===== src/rtl/wait_event_sched_if.sv =====
// Command, detector and response signals of the wait-event sequencer.
// master = command/response/detector-model side, slave = sequencer.
interface wait_event_sched_if #(
  parameter int TO_WIDTH = 32
);
  logic                i_cmd_valid;
  logic                o_cmd_ready;
  logic [31:0]         i_cmd_idx;
  logic                i_cmd_wtf;
  logic [TO_WIDTH-1:0] i_cmd_timeout;
  logic                i_abort;
  logic [31:0]         o_wait_en;
  logic                o_sel_wtr_wtf;
  logic [TO_WIDTH-1:0] o_max_timeout;
  logic                i_wait_done;
  logic                o_busy;
  logic                o_rsp_valid;
  logic                i_rsp_ready;
  logic [1:0]          o_rsp_status;
  logic [TO_WIDTH-1:0] o_rsp_cycles;

  modport master (
    output i_cmd_valid, i_cmd_idx, i_cmd_wtf, i_cmd_timeout, i_abort,
    output i_wait_done, i_rsp_ready,
    input  o_cmd_ready, o_wait_en, o_sel_wtr_wtf, o_max_timeout,
    input  o_busy, o_rsp_valid, o_rsp_status, o_rsp_cycles
  );

  modport slave (
    input  i_cmd_valid, i_cmd_idx, i_cmd_wtf, i_cmd_timeout, i_abort,
    input  i_wait_done, i_rsp_ready,
    output o_cmd_ready, o_wait_en, o_sel_wtr_wtf, o_max_timeout,
    output o_busy, o_rsp_valid, o_rsp_status, o_rsp_cycles
  );
endinterface


===== src/rtl/wait_event_sched.sv =====
// Wait-event sequencer: queues wait commands, arms the edge detector one at a
// time, times each wait and returns a status/cycle-count response.
module wait_event_sched #(
  parameter int WAIT_SIZE  = 5,
  parameter int FIFO_DEPTH = 4,
  parameter int TO_WIDTH   = 32
) (
  input logic              clk,
  input logic              rst_n,
  wait_event_sched_if.slave bus
);
  localparam int PW = $clog2(FIFO_DEPTH);

  localparam logic [1:0] ST_DONE    = 2'b00;
  localparam logic [1:0] ST_TIMEOUT = 2'b01;
  localparam logic [1:0] ST_BAD_IDX = 2'b10;
  localparam logic [1:0] ST_ABORTED = 2'b11;

  typedef struct packed {
    logic [31:0]         idx;
    logic                wtf;
    logic [TO_WIDTH-1:0] timeout;
  } cmd_t;

  typedef enum logic [1:0] {IDLE, ARM, WAIT, RESP} state_t;

  cmd_t                fifo_mem [FIFO_DEPTH];
  cmd_t                head;
  cmd_t                wr_cmd;
  logic [PW-1:0]       wr_ptr, rd_ptr;
  logic [PW:0]         count;
  logic                full, empty, push, pop, head_bad;
  state_t              state, state_d;
  logic [TO_WIDTH-1:0] cnt, cnt_inc;
  logic                load_rsp;
  logic [1:0]          rsp_status_d;
  logic [TO_WIDTH-1:0] rsp_cycles_d;

  assign full     = count == (PW+1)'(FIFO_DEPTH);
  assign empty    = count == '0;
  assign head     = fifo_mem[rd_ptr];
  // Unsigned compare also rejects negative int indices.
  assign head_bad = head.idx >= 32'(WAIT_SIZE);
  assign push     = bus.i_cmd_valid && !full && !bus.i_abort;
  assign pop      = (state == IDLE) && !empty && !bus.i_abort;
  assign cnt_inc  = (&cnt) ? cnt : cnt + 1'b1;
  assign wr_cmd   = '{idx: bus.i_cmd_idx, wtf: bus.i_cmd_wtf, timeout: bus.i_cmd_timeout};

  assign bus.o_cmd_ready = !full;
  assign bus.o_busy      = (state != IDLE) || !empty;
  assign bus.o_rsp_valid = state == RESP;

  always_ff @(posedge clk) begin
    if (push) fifo_mem[wr_ptr] <= wr_cmd;
  end

  always_ff @(posedge clk or negedge rst_n) begin
    if (!rst_n) state <= IDLE;
    else        state <= state_d;
  end

  always_comb begin
    state_d      = state;
    load_rsp     = 1'b0;
    rsp_status_d = ST_DONE;
    rsp_cycles_d = '0;
    case (state)
      IDLE: if (pop) begin
        if (head_bad) begin
          state_d      = RESP;
          load_rsp     = 1'b1;
          rsp_status_d = ST_BAD_IDX;
        end else begin
          state_d = ARM;
        end
      end
      ARM: begin
        state_d = WAIT;
        if (bus.i_abort) begin
          state_d      = RESP;
          load_rsp     = 1'b1;
          rsp_status_d = ST_ABORTED;
          rsp_cycles_d = cnt;
        end
      end
      WAIT: begin
        if (bus.i_abort) begin
          state_d      = RESP;
          load_rsp     = 1'b1;
          rsp_status_d = ST_ABORTED;
          rsp_cycles_d = cnt;
        end else if (bus.i_wait_done) begin
          state_d      = RESP;
          load_rsp     = 1'b1;
          rsp_status_d = ST_DONE;
          rsp_cycles_d = cnt_inc;
        end else if ((|bus.o_max_timeout) && cnt_inc == bus.o_max_timeout) begin
          state_d      = RESP;
          load_rsp     = 1'b1;
          rsp_status_d = ST_TIMEOUT;
          rsp_cycles_d = bus.o_max_timeout;
        end
      end
      // Abort leaves a pending response untouched, handshake included.
      RESP: if (!bus.i_abort && bus.i_rsp_ready) state_d = IDLE;
      default: state_d = IDLE;
    endcase
  end

  always_ff @(posedge clk or negedge rst_n) begin
    if (!rst_n) begin
      wr_ptr            <= '0;
      rd_ptr            <= '0;
      count             <= '0;
      cnt               <= '0;
      bus.o_wait_en     <= '0;
      bus.o_sel_wtr_wtf <= 1'b0;
      bus.o_max_timeout <= '0;
      bus.o_rsp_status  <= ST_DONE;
      bus.o_rsp_cycles  <= '0;
    end else begin
      if (bus.i_abort) begin
        wr_ptr <= '0;
        rd_ptr <= '0;
        count  <= '0;
      end else begin
        if (push) wr_ptr <= wr_ptr + 1'b1;
        if (pop)  rd_ptr <= rd_ptr + 1'b1;
        count <= count + (PW+1)'(push) - (PW+1)'(pop);
      end
      if (pop && !head_bad) begin
        bus.o_wait_en     <= head.idx;
        bus.o_sel_wtr_wtf <= head.wtf;
        bus.o_max_timeout <= head.timeout;
      end
      // Clear on pop so an abort during ARM reports zero cycles.
      if (pop || state == ARM) cnt <= '0;
      else if (state == WAIT)  cnt <= cnt_inc;
      if (load_rsp) begin
        bus.o_rsp_status <= rsp_status_d;
        bus.o_rsp_cycles <= rsp_cycles_d;
      end
    end
  end
endmodule


===== src/flat_wrapper.sv =====
// flat-port wrapper written by rule: the top's interface ports become plain ports
module wait_event_sched_flat 
#(
  parameter int WAIT_SIZE  = 5,
  parameter int FIFO_DEPTH = 4,
  parameter int TO_WIDTH   = 32
)
  (clk, rst_n, bus_i_cmd_valid, bus_i_cmd_idx, bus_i_cmd_wtf, bus_i_cmd_timeout, bus_i_abort, bus_i_wait_done, bus_i_rsp_ready, bus_o_cmd_ready, bus_o_wait_en, bus_o_sel_wtr_wtf, bus_o_max_timeout, bus_o_busy, bus_o_rsp_valid, bus_o_rsp_status, bus_o_rsp_cycles);
  wait_event_sched_if #(.TO_WIDTH(TO_WIDTH)) bus_i ();
  input logic clk;
  input logic rst_n;
  input wire logic [$bits(bus_i.i_cmd_valid)-1:0] bus_i_cmd_valid;
  input wire logic [$bits(bus_i.i_cmd_idx)-1:0] bus_i_cmd_idx;
  input wire logic [$bits(bus_i.i_cmd_wtf)-1:0] bus_i_cmd_wtf;
  input wire logic [$bits(bus_i.i_cmd_timeout)-1:0] bus_i_cmd_timeout;
  input wire logic [$bits(bus_i.i_abort)-1:0] bus_i_abort;
  input wire logic [$bits(bus_i.i_wait_done)-1:0] bus_i_wait_done;
  input wire logic [$bits(bus_i.i_rsp_ready)-1:0] bus_i_rsp_ready;
  output wire logic [$bits(bus_i.o_cmd_ready)-1:0] bus_o_cmd_ready;
  output wire logic [$bits(bus_i.o_wait_en)-1:0] bus_o_wait_en;
  output wire logic [$bits(bus_i.o_sel_wtr_wtf)-1:0] bus_o_sel_wtr_wtf;
  output wire logic [$bits(bus_i.o_max_timeout)-1:0] bus_o_max_timeout;
  output wire logic [$bits(bus_i.o_busy)-1:0] bus_o_busy;
  output wire logic [$bits(bus_i.o_rsp_valid)-1:0] bus_o_rsp_valid;
  output wire logic [$bits(bus_i.o_rsp_status)-1:0] bus_o_rsp_status;
  output wire logic [$bits(bus_i.o_rsp_cycles)-1:0] bus_o_rsp_cycles;
  assign bus_i.i_cmd_valid = bus_i_cmd_valid;
  assign bus_i.i_cmd_idx = bus_i_cmd_idx;
  assign bus_i.i_cmd_wtf = bus_i_cmd_wtf;
  assign bus_i.i_cmd_timeout = bus_i_cmd_timeout;
  assign bus_i.i_abort = bus_i_abort;
  assign bus_i.i_wait_done = bus_i_wait_done;
  assign bus_i.i_rsp_ready = bus_i_rsp_ready;
  assign bus_o_cmd_ready = bus_i.o_cmd_ready;
  assign bus_o_wait_en = bus_i.o_wait_en;
  assign bus_o_sel_wtr_wtf = bus_i.o_sel_wtr_wtf;
  assign bus_o_max_timeout = bus_i.o_max_timeout;
  assign bus_o_busy = bus_i.o_busy;
  assign bus_o_rsp_valid = bus_i.o_rsp_valid;
  assign bus_o_rsp_status = bus_i.o_rsp_status;
  assign bus_o_rsp_cycles = bus_i.o_rsp_cycles;
  wait_event_sched #(.WAIT_SIZE(WAIT_SIZE), .FIFO_DEPTH(FIFO_DEPTH), .TO_WIDTH(TO_WIDTH)) u_core (.clk(clk), .rst_n(rst_n), .bus(bus_i));
endmodule

===== config.mk =====
export PLATFORM = sky130hd
export DESIGN_NAME = wait_event_sched_flat
export DESIGN_NICKNAME = d
export VERILOG_FILES = /design/src/rtl/wait_event_sched_if.sv /design/src/rtl/wait_event_sched.sv /design/src/flat_wrapper.sv
export SDC_FILE = /design/constraint.sdc
export NUM_CORES = 1
export LEC_CHECK = 0
export CORE_ASPECT_RATIO = 0.9
export CORE_MARGIN = 3
export CORE_UTILIZATION = 40
export CTS_CLUSTER_DIAMETER = 100
export DETAILED_ROUTE_END_ITERATION = 10
export MAX_ROUTING_LAYER = met4
export SLEW_MARGIN = 30
export SYNTH_ARGS = -nofsm -noshare
export SYNTH_HDL_FRONTEND = slang
export SYNTH_SLANG_ARGS = --single-unit

===== constraint.sdc =====
create_clock -name clk -period 5.3 [get_ports clk]
set_input_delay 1.06 -clock clk [delete_from_list [all_inputs] [get_ports clk]]
set_output_delay 1.06 -clock clk [all_outputs]
set_load 0.1 [all_outputs]

==> run metrics <==
crit path launch=u_core.cnt[0]; worst hold slack=between 0.4 and 0.5 ns; number of global-route vias before repair=11700; Worst R2R End=u_core.bus.o_rsp_cycles[31]; Layout area overhead=21.0%; crit path to=u_core.bus.o_rsp_cycles[31]; sequential share of the synthesized area=about 64%; final worst-path cycle share=between 90 and 100%; initial antenna violation count=8; max-slew violation count=0; critical path class=flip-flop to flip-flop; CP max FO=19; routed via count=11600; Worst Skew=0.0138 ns; num ports=around 170; CP cell instances=ha_1, nand4_4, nor4_4, and4_1, buf_4, nor3_1, buf_4, xnor2_1, o211ai_1, nor4_1, buf_4, nand3_1, buf_4, o21ai_0, mux2_1; shortest period the worst path allows=around 5 ns; Worst Hold Class=input port to asynchronous set/reset pin; Reg2Reg Depth=15; Total Wirelength=49500 µm; drt drc=0; CP Launch Type=flip-flop; DIE AREA=46500 µm²; leak pwr=~8 nW; status=completed; PwrDens=approximately 360 nW/µm²; Finished Layout Cells=~2100; Syn Area/Cell=approximately 13 µm²; Slowest Stage Delay on Critical Path=0.67 ns; most used cell, CP=buf_4; Setup TNS=0 ns; Critical Path RT=5.81 ns; Cells after Synth=around 1300; 1st-pass router iterations=5; Placed Instances=1996; TritonCTS clock tree=done; hold buffers post-CTS=0; number of vias per cell=5.57; DRT iter0 DRCs=~1100; port bufs=172; Critical Path AT=around 5.4 ns; largest net degree at the start of global routing=63; CP endpoint kind=flip-flop; clock-pin slew on the worst setup and hold paths=0.07 ns; Slew HR=31.6%; die width=around 230 µm; Antenna Nets Post-Route=0; syn_nets=approximately 1400; Worst path slowest cell=o21ai_0; Worst-Margin Slew=1.02 ns; ys async rst share=between 30% and 40%; gp weighted congestion=slightly below 1; CTS buffer count=between 40 and 50; post-CTS setup buffer count=0; number of flops mapped to enable cells by yosys=260; core area=between 40000 and 50000 µm²; Synth area leader=edfxtp_1; final setup fails=0; DP Wirelength=roughly 35000 µm; yosys synthesis warning count=0; post-CTS sizing=0; Synth Flop Type=edfxtp_1; Starting Density=between 40% and 50%; most common cell in the netlist=edfxtp_1; layout cells sized above 1=about an eighth; Die Ht=~200 µm; Post-Syn Area=between 15000 and 20000 µm²; max cap viols=0; R2R setup slack=around 0.38 ns; GRT Overall Usage=around 22%; Yosys cell types=75; CTS H-tree depth=2; Post-synth top cells=260 x edfxtp_1, 140 x dfrtp_1, 104 x o21ai_0; worst vdd ir=~0.27 mV; global-route wire length before repair=around 75000 µm; FF+latch count, synth=400; Max Clock Freq=between 200 and 250 MHz; FILL cells=3736; synth top area cells=edfxtp_1 44%, dfrtp_1 20%, mux4_2 4.6%; GRT overflow=0; top cell type's share of synthesized area=44.4%; Rows=72; clock sinks=400; CTS max path bufs=3; worst reg2reg startpoint=u_core.cnt[0]; Final Hold Fails=0; nets=between 1500 and 2000; Avg WL per Cell=roughly 24 µm; RSZ-0062 raised after global routing=false; Clock Latency Late Sink=between 0.5 and 0.6 ns; Root Buffer=clkbuf_16
layer usage:
metal  vias up  track usage (%)  wire (µm)
met3        88             4.77       3200
met1      5896             31.4      22500
met4         0             7.13       1440
met2       365             32.4      22400
li1       5236                -          -
met5         -                -          0
power by group:
part / total [mW] / leakage, nW / switching [mW] / internal [mW]
registers: 3.62 / 4.14 / 0.105 / 3.52
logic: 1.27 / 2.98 / 0.845 / 0.425
clock network: 2.85 / 0.647 / 1.24 / 1.61
total: 7.74 / 7.77 / 2.19 / 5.55
placed cells by master, fill, tap and decap left out, types with 38 or more instances in the layout:
cell	instances
clkbuf_16	43
clkdlybuf4s50_1	168
dfrtp_1	138
edfxtp_1	260
inv_1	46
nand2_1	88
nand3_1	41
nor2_1	71
nor2b_1	38
nor4_1	48
o21ai_0	104
xor2_1	38
flip-flops by register name, indices dropped and copies added, names as in the netlist:
register / cells
u_core.bus.o_max_timeout: 32
u_core.bus.o_rsp_cycles: 32
u_core.bus.o_rsp_status: 2
u_core.bus.o_sel_wtr_wtf: 1
u_core.bus.o_wait_en: 32
u_core.cnt: 32
u_core.count: 3
u_core.fifo_mem: 260
u_core.rd_ptr: 2
u_core.state: 2
u_core.wr_ptr: 2
critical path, delay by kind of cell, from the launching register on:
family                   cells  cell delay [ns]
AO/OA/AOI/OAI                2             0.87
XOR/XNOR                     1             0.35
AND/OR/NAND/NOR              6             1.65
buffers and inverters        4             0.80
flip-flops                   1             0.52
adder cells (fa/ha/maj)      1             0.41
multiplexers                 1             0.23
cells by family after synthesis:
| family | synth area share [%] |
|---|---|
| AOI/OAI and AO/OA | 6.59 |
| buffers and inverters | 3.24 |
| muxes | 7.87 |
| adders and majority gates | 1.04 |
| and+or+nand+nor | 13.1 |
| DFF | 64.4 |
| xor gates and xnor gates | 3.82 |
final cells by class:
cell class	instances	area (µm²)	area share, %
clock buffer	53	1110	5.24
clock inverter	24	221	1.04
inverter	46	173	0.812
multi-input combinational	785	5710	26.8
tap	555	694	3.27
sequential	400	11300	53.2
timing repair buffer	210	2020	9.49
antenna	8	20.0	0.0942
metrics by stage:
step	area (µm²)	util (%)	power, mW	worst slack (ns)
final	21300	49.3	7.74	0.384
after global routing	21300	49.3	8.08	0.115
after CTS	21200	49.2	7.83	0.422
after detailed placement	19900	46.1	4.97	0.449
after global placement	19900	46.2	4.96	0.546
after floorplan	17600	-	4.56	1.23
worst min-delay path by stage:
stage                                      startpoint                           to  slack (ns)  depth (start not counted)
final                                           rst_n   u_core.bus.o_rsp_cycles[9]        0.48                          1
after global placement     u_core.bus.o_rsp_cycles[9]   u_core.bus.o_rsp_cycles[9]        0.48                          1
after detailed placement  u_core.bus.o_rsp_cycles[19]  u_core.bus.o_rsp_cycles[19]        0.48                          1
after global routing      u_core.bus.o_rsp_cycles[22]  u_core.bus.o_rsp_cycles[22]        0.50                          1
after floorplan                      u_core.wr_ptr[1]             u_core.wr_ptr[1]        0.54                          2
after CTS                                       rst_n                u_core.cnt[1]        0.49                          1
No activity file was read; power rests on OpenSTA's default activity.
